===== src/rtl/apb2axi_txn_mgr_if.sv =====
// apb2axi_txn_mgr_if: shared types plus the AXI AR/AW address-channel bundle.
// Ports (modport master = address issuer, slave = AXI fabric):
//   ar_valid/ar_ready, ar_id, ar_addr, ar_len, ar_size, ar_burst
//   aw_valid/aw_ready, aw_id, aw_addr, aw_len, aw_size, aw_burst
package apb2axi_txn_mgr_pkg;
    localparam int TAG_NUM    = 8;
    localparam int TAG_W      = $clog2(TAG_NUM);
    localparam int AXI_ADDR_W = 32;
    typedef struct packed {
        logic [AXI_ADDR_W-1:0] addr;
        logic [7:0]            len;
        logic [2:0]            size;
        logic [1:0]            burst;
        logic                  is_write;
        logic [TAG_W-1:0]      tag;
    } directory_entry_t;
endpackage

interface apb2axi_txn_mgr_if #(
    parameter int ID_W   = apb2axi_txn_mgr_pkg::TAG_W,
    parameter int ADDR_W = apb2axi_txn_mgr_pkg::AXI_ADDR_W
);
    logic              ar_valid, ar_ready;
    logic [ID_W-1:0]   ar_id;
    logic [ADDR_W-1:0] ar_addr;
    logic [7:0]        ar_len;
    logic [2:0]        ar_size;
    logic [1:0]        ar_burst;
    logic              aw_valid, aw_ready;
    logic [ID_W-1:0]   aw_id;
    logic [ADDR_W-1:0] aw_addr;
    logic [7:0]        aw_len;
    logic [2:0]        aw_size;
    logic [1:0]        aw_burst;
    modport master (
        output ar_valid, ar_id, ar_addr, ar_len, ar_size, ar_burst,
        output aw_valid, aw_id, aw_addr, aw_len, aw_size, aw_burst,
        input  ar_ready, aw_ready
    );
    modport slave (
        input  ar_valid, ar_id, ar_addr, ar_len, ar_size, ar_burst,
        input  aw_valid, aw_id, aw_addr, aw_len, aw_size, aw_burst,
        output ar_ready, aw_ready
    );
endinterface


===== src/rtl/apb2axi_txn_mgr.sv =====
// apb2axi_txn_mgr: pops PENDING directory entries and issues each as one AXI AR/AW beat,
// tracking in-flight tags and a global outstanding-credit limit.
// Ports:
//   pclk, presetn                          clock, async active-low reset
//   pending_valid/entry/tag, pending_pop   directory side
//   axi (master)                           AR/AW address channels
//   issue_tag, issue_valid                 strobe on each completed address handshake
//   cmpl_valid, cmpl_tag                   completion from the response path
//   outst_cnt, busy_vec, idle, err_cmpl    status
module apb2axi_txn_mgr
    import apb2axi_txn_mgr_pkg::*;
#(
    parameter int TAG_NUM_P   = TAG_NUM,
    parameter int TAG_W_P     = TAG_W,
    parameter int MAX_OUTST_P = TAG_NUM,
    localparam int CW         = $clog2(MAX_OUTST_P + 1)
) (
    input  logic                 pclk,
    input  logic                 presetn,
    input  logic                 pending_valid,
    input  directory_entry_t     pending_entry,
    input  logic [TAG_W_P-1:0]   pending_tag,
    output logic                 pending_pop,
    apb2axi_txn_mgr_if.master    axi,
    output logic [TAG_W_P-1:0]   issue_tag,
    output logic                 issue_valid,
    input  logic                 cmpl_valid,
    input  logic [TAG_W_P-1:0]   cmpl_tag,
    output logic [CW-1:0]        outst_cnt,
    output logic [TAG_NUM_P-1:0] busy_vec,
    output logic                 idle,
    output logic                 err_cmpl
);
    typedef enum logic [1:0] {S_IDLE, S_AR, S_AW} state_t;
    state_t               state;
    logic [TAG_W_P-1:0]   id_q;
    logic [AXI_ADDR_W-1:0] addr_q;
    logic [7:0]           len_q;
    logic [2:0]           size_q;
    logic [1:0]           burst_q;
    logic                 cmpl_ok;
    logic                 unused_entry_tag;
    assign unused_entry_tag = ^pending_entry.tag;
    // Pop and credit decisions look only at registered state, so cmpl_valid never reaches pending_pop.
    assign pending_pop = state == S_IDLE && pending_valid && outst_cnt < CW'(MAX_OUTST_P) && !busy_vec[pending_tag];
    assign cmpl_ok     = cmpl_valid && busy_vec[cmpl_tag];
    assign issue_valid = (state == S_AR && axi.ar_ready) || (state == S_AW && axi.aw_ready);
    assign issue_tag   = id_q;
    assign idle        = state == S_IDLE && outst_cnt == '0;
    assign axi.ar_valid = state == S_AR;
    assign axi.aw_valid = state == S_AW;
    assign axi.ar_id    = id_q;
    assign axi.aw_id    = id_q;
    assign axi.ar_addr  = addr_q;
    assign axi.aw_addr  = addr_q;
    assign axi.ar_len   = len_q;
    assign axi.aw_len   = len_q;
    assign axi.ar_size  = size_q;
    assign axi.aw_size  = size_q;
    assign axi.ar_burst = burst_q;
    assign axi.aw_burst = burst_q;
    always_ff @(posedge pclk or negedge presetn) begin
        if (!presetn) begin
            state     <= S_IDLE;
            id_q      <= '0;
            addr_q    <= '0;
            len_q     <= '0;
            size_q    <= '0;
            burst_q   <= '0;
            outst_cnt <= '0;
            busy_vec  <= '0;
            err_cmpl  <= 1'b0;
        end else begin
            state <= state == S_IDLE ? (pending_pop ? (pending_entry.is_write ? S_AW : S_AR) : S_IDLE)
                                     : (issue_valid ? S_IDLE : state);
            if (pending_pop) begin
                id_q    <= pending_tag;
                addr_q  <= pending_entry.addr;
                len_q   <= pending_entry.len;
                size_q  <= pending_entry.size;
                burst_q <= pending_entry.burst;
            end
            // Credit is reserved at pop; a pop and a legal completion in one cycle cancel out.
            outst_cnt <= outst_cnt + CW'(pending_pop) - CW'(cmpl_ok);
            busy_vec  <= (busy_vec | (TAG_NUM_P'(pending_pop) << pending_tag)) & ~(TAG_NUM_P'(cmpl_ok) << cmpl_tag);
            err_cmpl  <= err_cmpl | (cmpl_valid && !busy_vec[cmpl_tag]);
        end
    end
endmodule

===== src/flat_wrapper.sv =====
// flat-port wrapper written by rule: the top's interface ports become plain ports
module apb2axi_txn_mgr_flat import apb2axi_txn_mgr_pkg::*;
#(
    parameter int TAG_NUM_P   = TAG_NUM,
    parameter int TAG_W_P     = TAG_W,
    parameter int MAX_OUTST_P = TAG_NUM,
    localparam int CW         = $clog2(MAX_OUTST_P + 1)
)
  (pclk, presetn, pending_valid, pending_entry, pending_tag, pending_pop, issue_tag, issue_valid, cmpl_valid, cmpl_tag, outst_cnt, busy_vec, idle, err_cmpl, axi_ar_valid, axi_ar_id, axi_ar_addr, axi_ar_len, axi_ar_size, axi_ar_burst, axi_aw_valid, axi_aw_id, axi_aw_addr, axi_aw_len, axi_aw_size, axi_aw_burst, axi_ar_ready, axi_aw_ready);
  apb2axi_txn_mgr_if axi_i ();
  input  logic pclk;
  input  logic presetn;
  input  logic pending_valid;
  input  directory_entry_t pending_entry;
  input  logic [TAG_W_P-1:0] pending_tag;
  output logic pending_pop;
  output logic [TAG_W_P-1:0] issue_tag;
  output logic issue_valid;
  input  logic cmpl_valid;
  input  logic [TAG_W_P-1:0] cmpl_tag;
  output logic [CW-1:0] outst_cnt;
  output logic [TAG_NUM_P-1:0] busy_vec;
  output logic idle;
  output logic err_cmpl;
  output wire logic [$bits(axi_i.ar_valid)-1:0] axi_ar_valid;
  output wire logic [$bits(axi_i.ar_id)-1:0] axi_ar_id;
  output wire logic [$bits(axi_i.ar_addr)-1:0] axi_ar_addr;
  output wire logic [$bits(axi_i.ar_len)-1:0] axi_ar_len;
  output wire logic [$bits(axi_i.ar_size)-1:0] axi_ar_size;
  output wire logic [$bits(axi_i.ar_burst)-1:0] axi_ar_burst;
  output wire logic [$bits(axi_i.aw_valid)-1:0] axi_aw_valid;
  output wire logic [$bits(axi_i.aw_id)-1:0] axi_aw_id;
  output wire logic [$bits(axi_i.aw_addr)-1:0] axi_aw_addr;
  output wire logic [$bits(axi_i.aw_len)-1:0] axi_aw_len;
  output wire logic [$bits(axi_i.aw_size)-1:0] axi_aw_size;
  output wire logic [$bits(axi_i.aw_burst)-1:0] axi_aw_burst;
  input wire logic [$bits(axi_i.ar_ready)-1:0] axi_ar_ready;
  input wire logic [$bits(axi_i.aw_ready)-1:0] axi_aw_ready;
  assign axi_ar_valid = axi_i.ar_valid;
  assign axi_ar_id = axi_i.ar_id;
  assign axi_ar_addr = axi_i.ar_addr;
  assign axi_ar_len = axi_i.ar_len;
  assign axi_ar_size = axi_i.ar_size;
  assign axi_ar_burst = axi_i.ar_burst;
  assign axi_aw_valid = axi_i.aw_valid;
  assign axi_aw_id = axi_i.aw_id;
  assign axi_aw_addr = axi_i.aw_addr;
  assign axi_aw_len = axi_i.aw_len;
  assign axi_aw_size = axi_i.aw_size;
  assign axi_aw_burst = axi_i.aw_burst;
  assign axi_i.ar_ready = axi_ar_ready;
  assign axi_i.aw_ready = axi_aw_ready;
  apb2axi_txn_mgr #(.TAG_NUM_P(TAG_NUM_P), .TAG_W_P(TAG_W_P), .MAX_OUTST_P(MAX_OUTST_P)) u_core (.pclk(pclk), .presetn(presetn), .pending_valid(pending_valid), .pending_entry(pending_entry), .pending_tag(pending_tag), .pending_pop(pending_pop), .axi(axi_i), .issue_tag(issue_tag), .issue_valid(issue_valid), .cmpl_valid(cmpl_valid), .cmpl_tag(cmpl_tag), .outst_cnt(outst_cnt), .busy_vec(busy_vec), .idle(idle), .err_cmpl(err_cmpl));
endmodule

===== config.mk =====
export PLATFORM = sky130hd
export DESIGN_NAME = apb2axi_txn_mgr_flat
export DESIGN_NICKNAME = d
export VERILOG_FILES = /design/src/rtl/apb2axi_txn_mgr_if.sv /design/src/rtl/apb2axi_txn_mgr.sv /design/src/flat_wrapper.sv
export SDC_FILE = /design/constraint.sdc
export NUM_CORES = 1
export LEC_CHECK = 0
export CORE_MARGIN = 2
export CORE_UTILIZATION = 40
export CTS_BUF_LIST = sky130_fd_sc_hd__clkbuf_8 sky130_fd_sc_hd__clkbuf_16
export CTS_CLUSTER_SIZE = 24
export DETAILED_ROUTE_END_ITERATION = 6
export GPL_TIMING_DRIVEN = 0
export PLACE_DENSITY = 0.9
export SLEW_MARGIN = 25
export SYNTH_ARGS = -nofsm -noshare
export SYNTH_HDL_FRONTEND = slang
export SYNTH_SLANG_ARGS = --single-unit

===== constraint.sdc =====
create_clock -name pclk -period 2.82 [get_ports pclk]
set_input_delay 0.564 -clock pclk [delete_from_list [all_inputs] [get_ports pclk]]
set_output_delay 0.564 -clock pclk [all_outputs]
set_load 0.02 [all_outputs]

==> results.sh <==
export IMPL_regArea_um2=1577
export IMPL_crit_start="pending_valid"
export IMPL_synthMuxAreaShare_pct=24.67
export IMPL_via_per_inst=4.631
export IMPL_syn_area_um2=3347
export IMPL_post_synth_fa_ha_maj_area_fraction_pct=2.467
export IMPL_cp_data_required_time_ps=2260
export IMPL_switchingPower_mw=2.825
export IMPL_worstSetupEndpointType="output port"
export IMPL_drt_iter0_markers=44
export IMPL_p_total_mw=7.603
export IMPL_dieWidth_um=95.48
export IMPL_p_sw_share_pct=37.16
export IMPL_synth_xor_area_share_pct=0.5234
export IMPL_die_area_um2=9115
export IMPL_cts_hold_buf=0
export IMPL_numCtsBuffers=9
export IMPL_h_tree_depth=3
export IMPL_routed_wl_mm=8.195
export IMPL_crit_buf_inv=4
export IMPL_coreArea_um2=8175
export IMPL_clock_path_buffers=2
export IMPL_synthSimpleGateAreaFrac_pct=4.336
export IMPL_drive_above_1_share_pct=29.86
export IMPL_leakagePower_nw=2.583
export IMPL_maxCapViolations=0
export IMPL_timing_setup_tns_ps=0
export IMPL_worst_pin_slew_ps=476.7
export IMPL_start_util_pct=40.94
export IMPL_track_usage_pct=18.30
export IMPL_path_clk_slew_ps=70
export IMPL_vias=2487
export IMPL_pre_cts_ws_ps=-370.0
export IMPL_place_congestion=0.8989
export IMPL_io_pins=178
export IMPL_synthToLayoutAreaGrowth_pct=63.18
export IMPL_clk_latency_ps=330
export IMPL_syn_area_per_cell_um2=13.83
export IMPL_timing_rr_start="u_core.busy_vec[5]"
export IMPL_final_antenna_net_count=0
export IMPL_synth_top_family_by_area="multiplexers"
export IMPL_syn_inst=242
export IMPL_p_int_mw=4.778
export IMPL_grt_pass1_wl_mm=12.66
export IMPL_fin_area_um2=5461
export IMPL_rsz0062_at_grt="false"
export IMPL_fin_crit_sh_pct=93.90
export IMPL_firstDrtPassIters=4
export IMPL_power_density_nw_per_um2=1392
export IMPL_crit_fanout=10
export IMPL_ys_types=32
export IMPL_critPathKind="in2out"
export IMPL_yosysSeqAreaShare_pct=47.10
export IMPL_fin_cells=537
export IMPL_slowest_stage="clkdlybuf4s50_1"
export IMPL_final_util_pct=66.80
export IMPL_hold_viol=0
export IMPL_io_buffers=172
export IMPL_arrival_ps=2080
export IMPL_slew_headroom_pct=68.08
export IMPL_overflow=0
export IMPL_hold_ws_ps=163.1
export IMPL_clockPowerShare_pct=11.9
export IMPL_place_inst=520
export IMPL_outcome="finished, final reports clean"
export IMPL_die_h_um=95.48
export IMPL_multi_input_area_um2=1224
export IMPL_std_cell_rows=33
export IMPL_antenna_found_initial=0
export IMPL_start_kind="input port"
export IMPL_p_seq_share_pct=24.0
export IMPL_fmax_mhz=377.6
export IMPL_fin_crit_ps=2648
export IMPL_pwr_share_comb_pct=64.2
export IMPL_cts_sinks=63
export IMPL_grt_pass1_vias=2560
export IMPL_setup_ws_ps=171.9
export IMPL_drc_errors=0
export IMPL_final_nets=495
export IMPL_hold_path_class="in2async"
export IMPL_place_area_um2=5218
export IMPL_cts_tree="yes"
export IMPL_final_max_slew_viol_count=0
export IMPL_hpwl_mm=6.414
export IMPL_grt_max_degree=34
export IMPL_yosys_warnings=0
export IMPL_synth_compound_area_share_pct=4.561
export IMPL_fill_cells=601
export IMPL_path_delay_family="buffers and inverters"
export IMPL_syn_num_nets=309
export IMPL_synth_seq_cells=63
export IMPL_routedWlPerCell_um=15.26
export IMPL_setup_viol=0
export IMPL_root_buffer="clkbuf_8"
export IMPL_vdd_ir_drop_max_v=0.0006292
export IMPL_fin_worst_skew_ps=10.09
export IMPL_cpPeakStageDelay_ps=480
export IMPL_diodes=0
export IMPL_path_cells="clkdlybuf4s50_1 -> nor4b_4 -> nand2_8 -> buf_12 -> inv_1 -> dlygate4sd2_1"
==> cell families after synthesis <==
kind of cell / after synthesis
DFF: 63
muxes: 56
and+or+nand+nor: 20
adders and majority gates: 6
buffers and inverters: 70
AOI/OAI and AO/OA: 25
xor gates and xnor gates: 2
==> power groups by stage <==
stage / sequential (mW) / clock [mW] / combinational, mW
after floorplan: 2.28 / 0 / 2.37
after global placement: 1.81 / 0 / 4.77
after detailed placement: 1.84 / 0 / 4.90
after CTS: 1.83 / 0.923 / 4.93
after global routing: 1.90 / 0.967 / 5.18
final: 1.82 / 0.901 / 4.88
==> worst paths after layout <==
kind	end	slack, ps	depth (start not counted)
max reg2reg	u_core.outst_cnt[2]	360	10
min in group pclk	u_core.err_cmpl	460	1
max in group asynchronous	u_core.axi.ar_addr[27]	2130	2
min	u_core.err_cmpl	160	1
min reg2reg	u_core.err_cmpl	460	1
max	pending_pop	170	6
==> layout make-up <==
type	instances	share of cell area, %
Sequential cell	63	28.87
Inverter	12	0.8247
Clock buffer	12	3.024
Multi-Input combinational cell	109	22.41
Clock inverter	3	1.191
Tap cell	105	2.405
Buffer	58	9.187
Timing Repair Buffer	175	32.10
==> cell usage after synthesis, drive strengths merged <==
library cell  number  area (um2)
dfrtp             63        1577
buf               58       501.7
mux2              47       698.2
inv               12       45.04
a21oi             11       55.05
mux2i              6       60.06
nor2b              6       37.54
ha                 5       62.56
a31oi              4       25.02
mux4               3       67.56
nand2              3       27.53
nor2               3       11.26
o21ai              3       15.01
a21o               2       15.01
a41oi              2       17.52
and2               2       12.51
a22o               1       8.760
and2b              1       7.510
and3               1       6.260
fa                 1       20.02
nand2b             1       6.260
nand3b             1       7.510
nor3               1       5.000
nor4b              1       23.77
o2bb2ai            1       8.760
o31ai              1       7.510
xnor2              1       8.760
xor2               1       8.760
==> flip-flops by register name, summed over array words and instances (netlist names) <==
signal and flops:
u_core.axi.ar_burst 2, u_core.err_cmpl 1, u_core.axi.ar_len 8, u_core.axi.ar_size 3, u_core.state 2, u_core.outst_cnt 4, u_core.axi.ar_addr 32, u_core.axi.ar_id 3
u_core.busy_vec 8
==> repair_timing <==
| item | in CTS | in global routing |
|---|---|---|
| endpoints found under the setup margin | 2 | 1 |
| gates resized for setup | 3 | 1 |
| buffers inserted | 2 | 0 |
==> placed cells by master, fill, tap and decap left out, drive strengths merged, types with 2 or more instances in the layout <==
master | synthesis | layout
o21ai | 3 | 3
a41oi | 2 | 2
dfrtp | 63 | 63
inv | 12 | 12
nand2 | 3 | 3
mux2i | 6 | 6
bufinv | 0 | 2
mux4 | 3 | 3
clkdlybuf4s50 | 0 | 167
nor2 | 3 | 3
ha | 5 | 5
dlygate4sd2 | 0 | 3
a21o | 2 | 2
a21oi | 11 | 11
mux2 | 47 | 47
nor2b | 6 | 6
and2 | 2 | 2
clkbuf | 0 | 12
buf | 58 | 62
a31oi | 4 | 4
==> layer usage <==
| layer | part of all wire (%) | GRT usage, % |
|---|---|---|
| met1 | 38 | 21.05 |
| met2 | 54 | 32.16 |
| met3 | 6.7 | 4.269 |
| met4 | 1.7 | 8.452 |
| met5 | 0 | 0 |
==> worst register-to-register path, cell delays in order, from the launching register on <==
cell,delay (ps)
dfrtp_1,430
mux2i_1,130
mux4_2,530
nand2_8,90
buf_12,140
ha_1,240
inv_1,60
ha_1,150
inv_1,60
fa_1,390
xnor2_1,140
(Power assumes the default switching activity.)
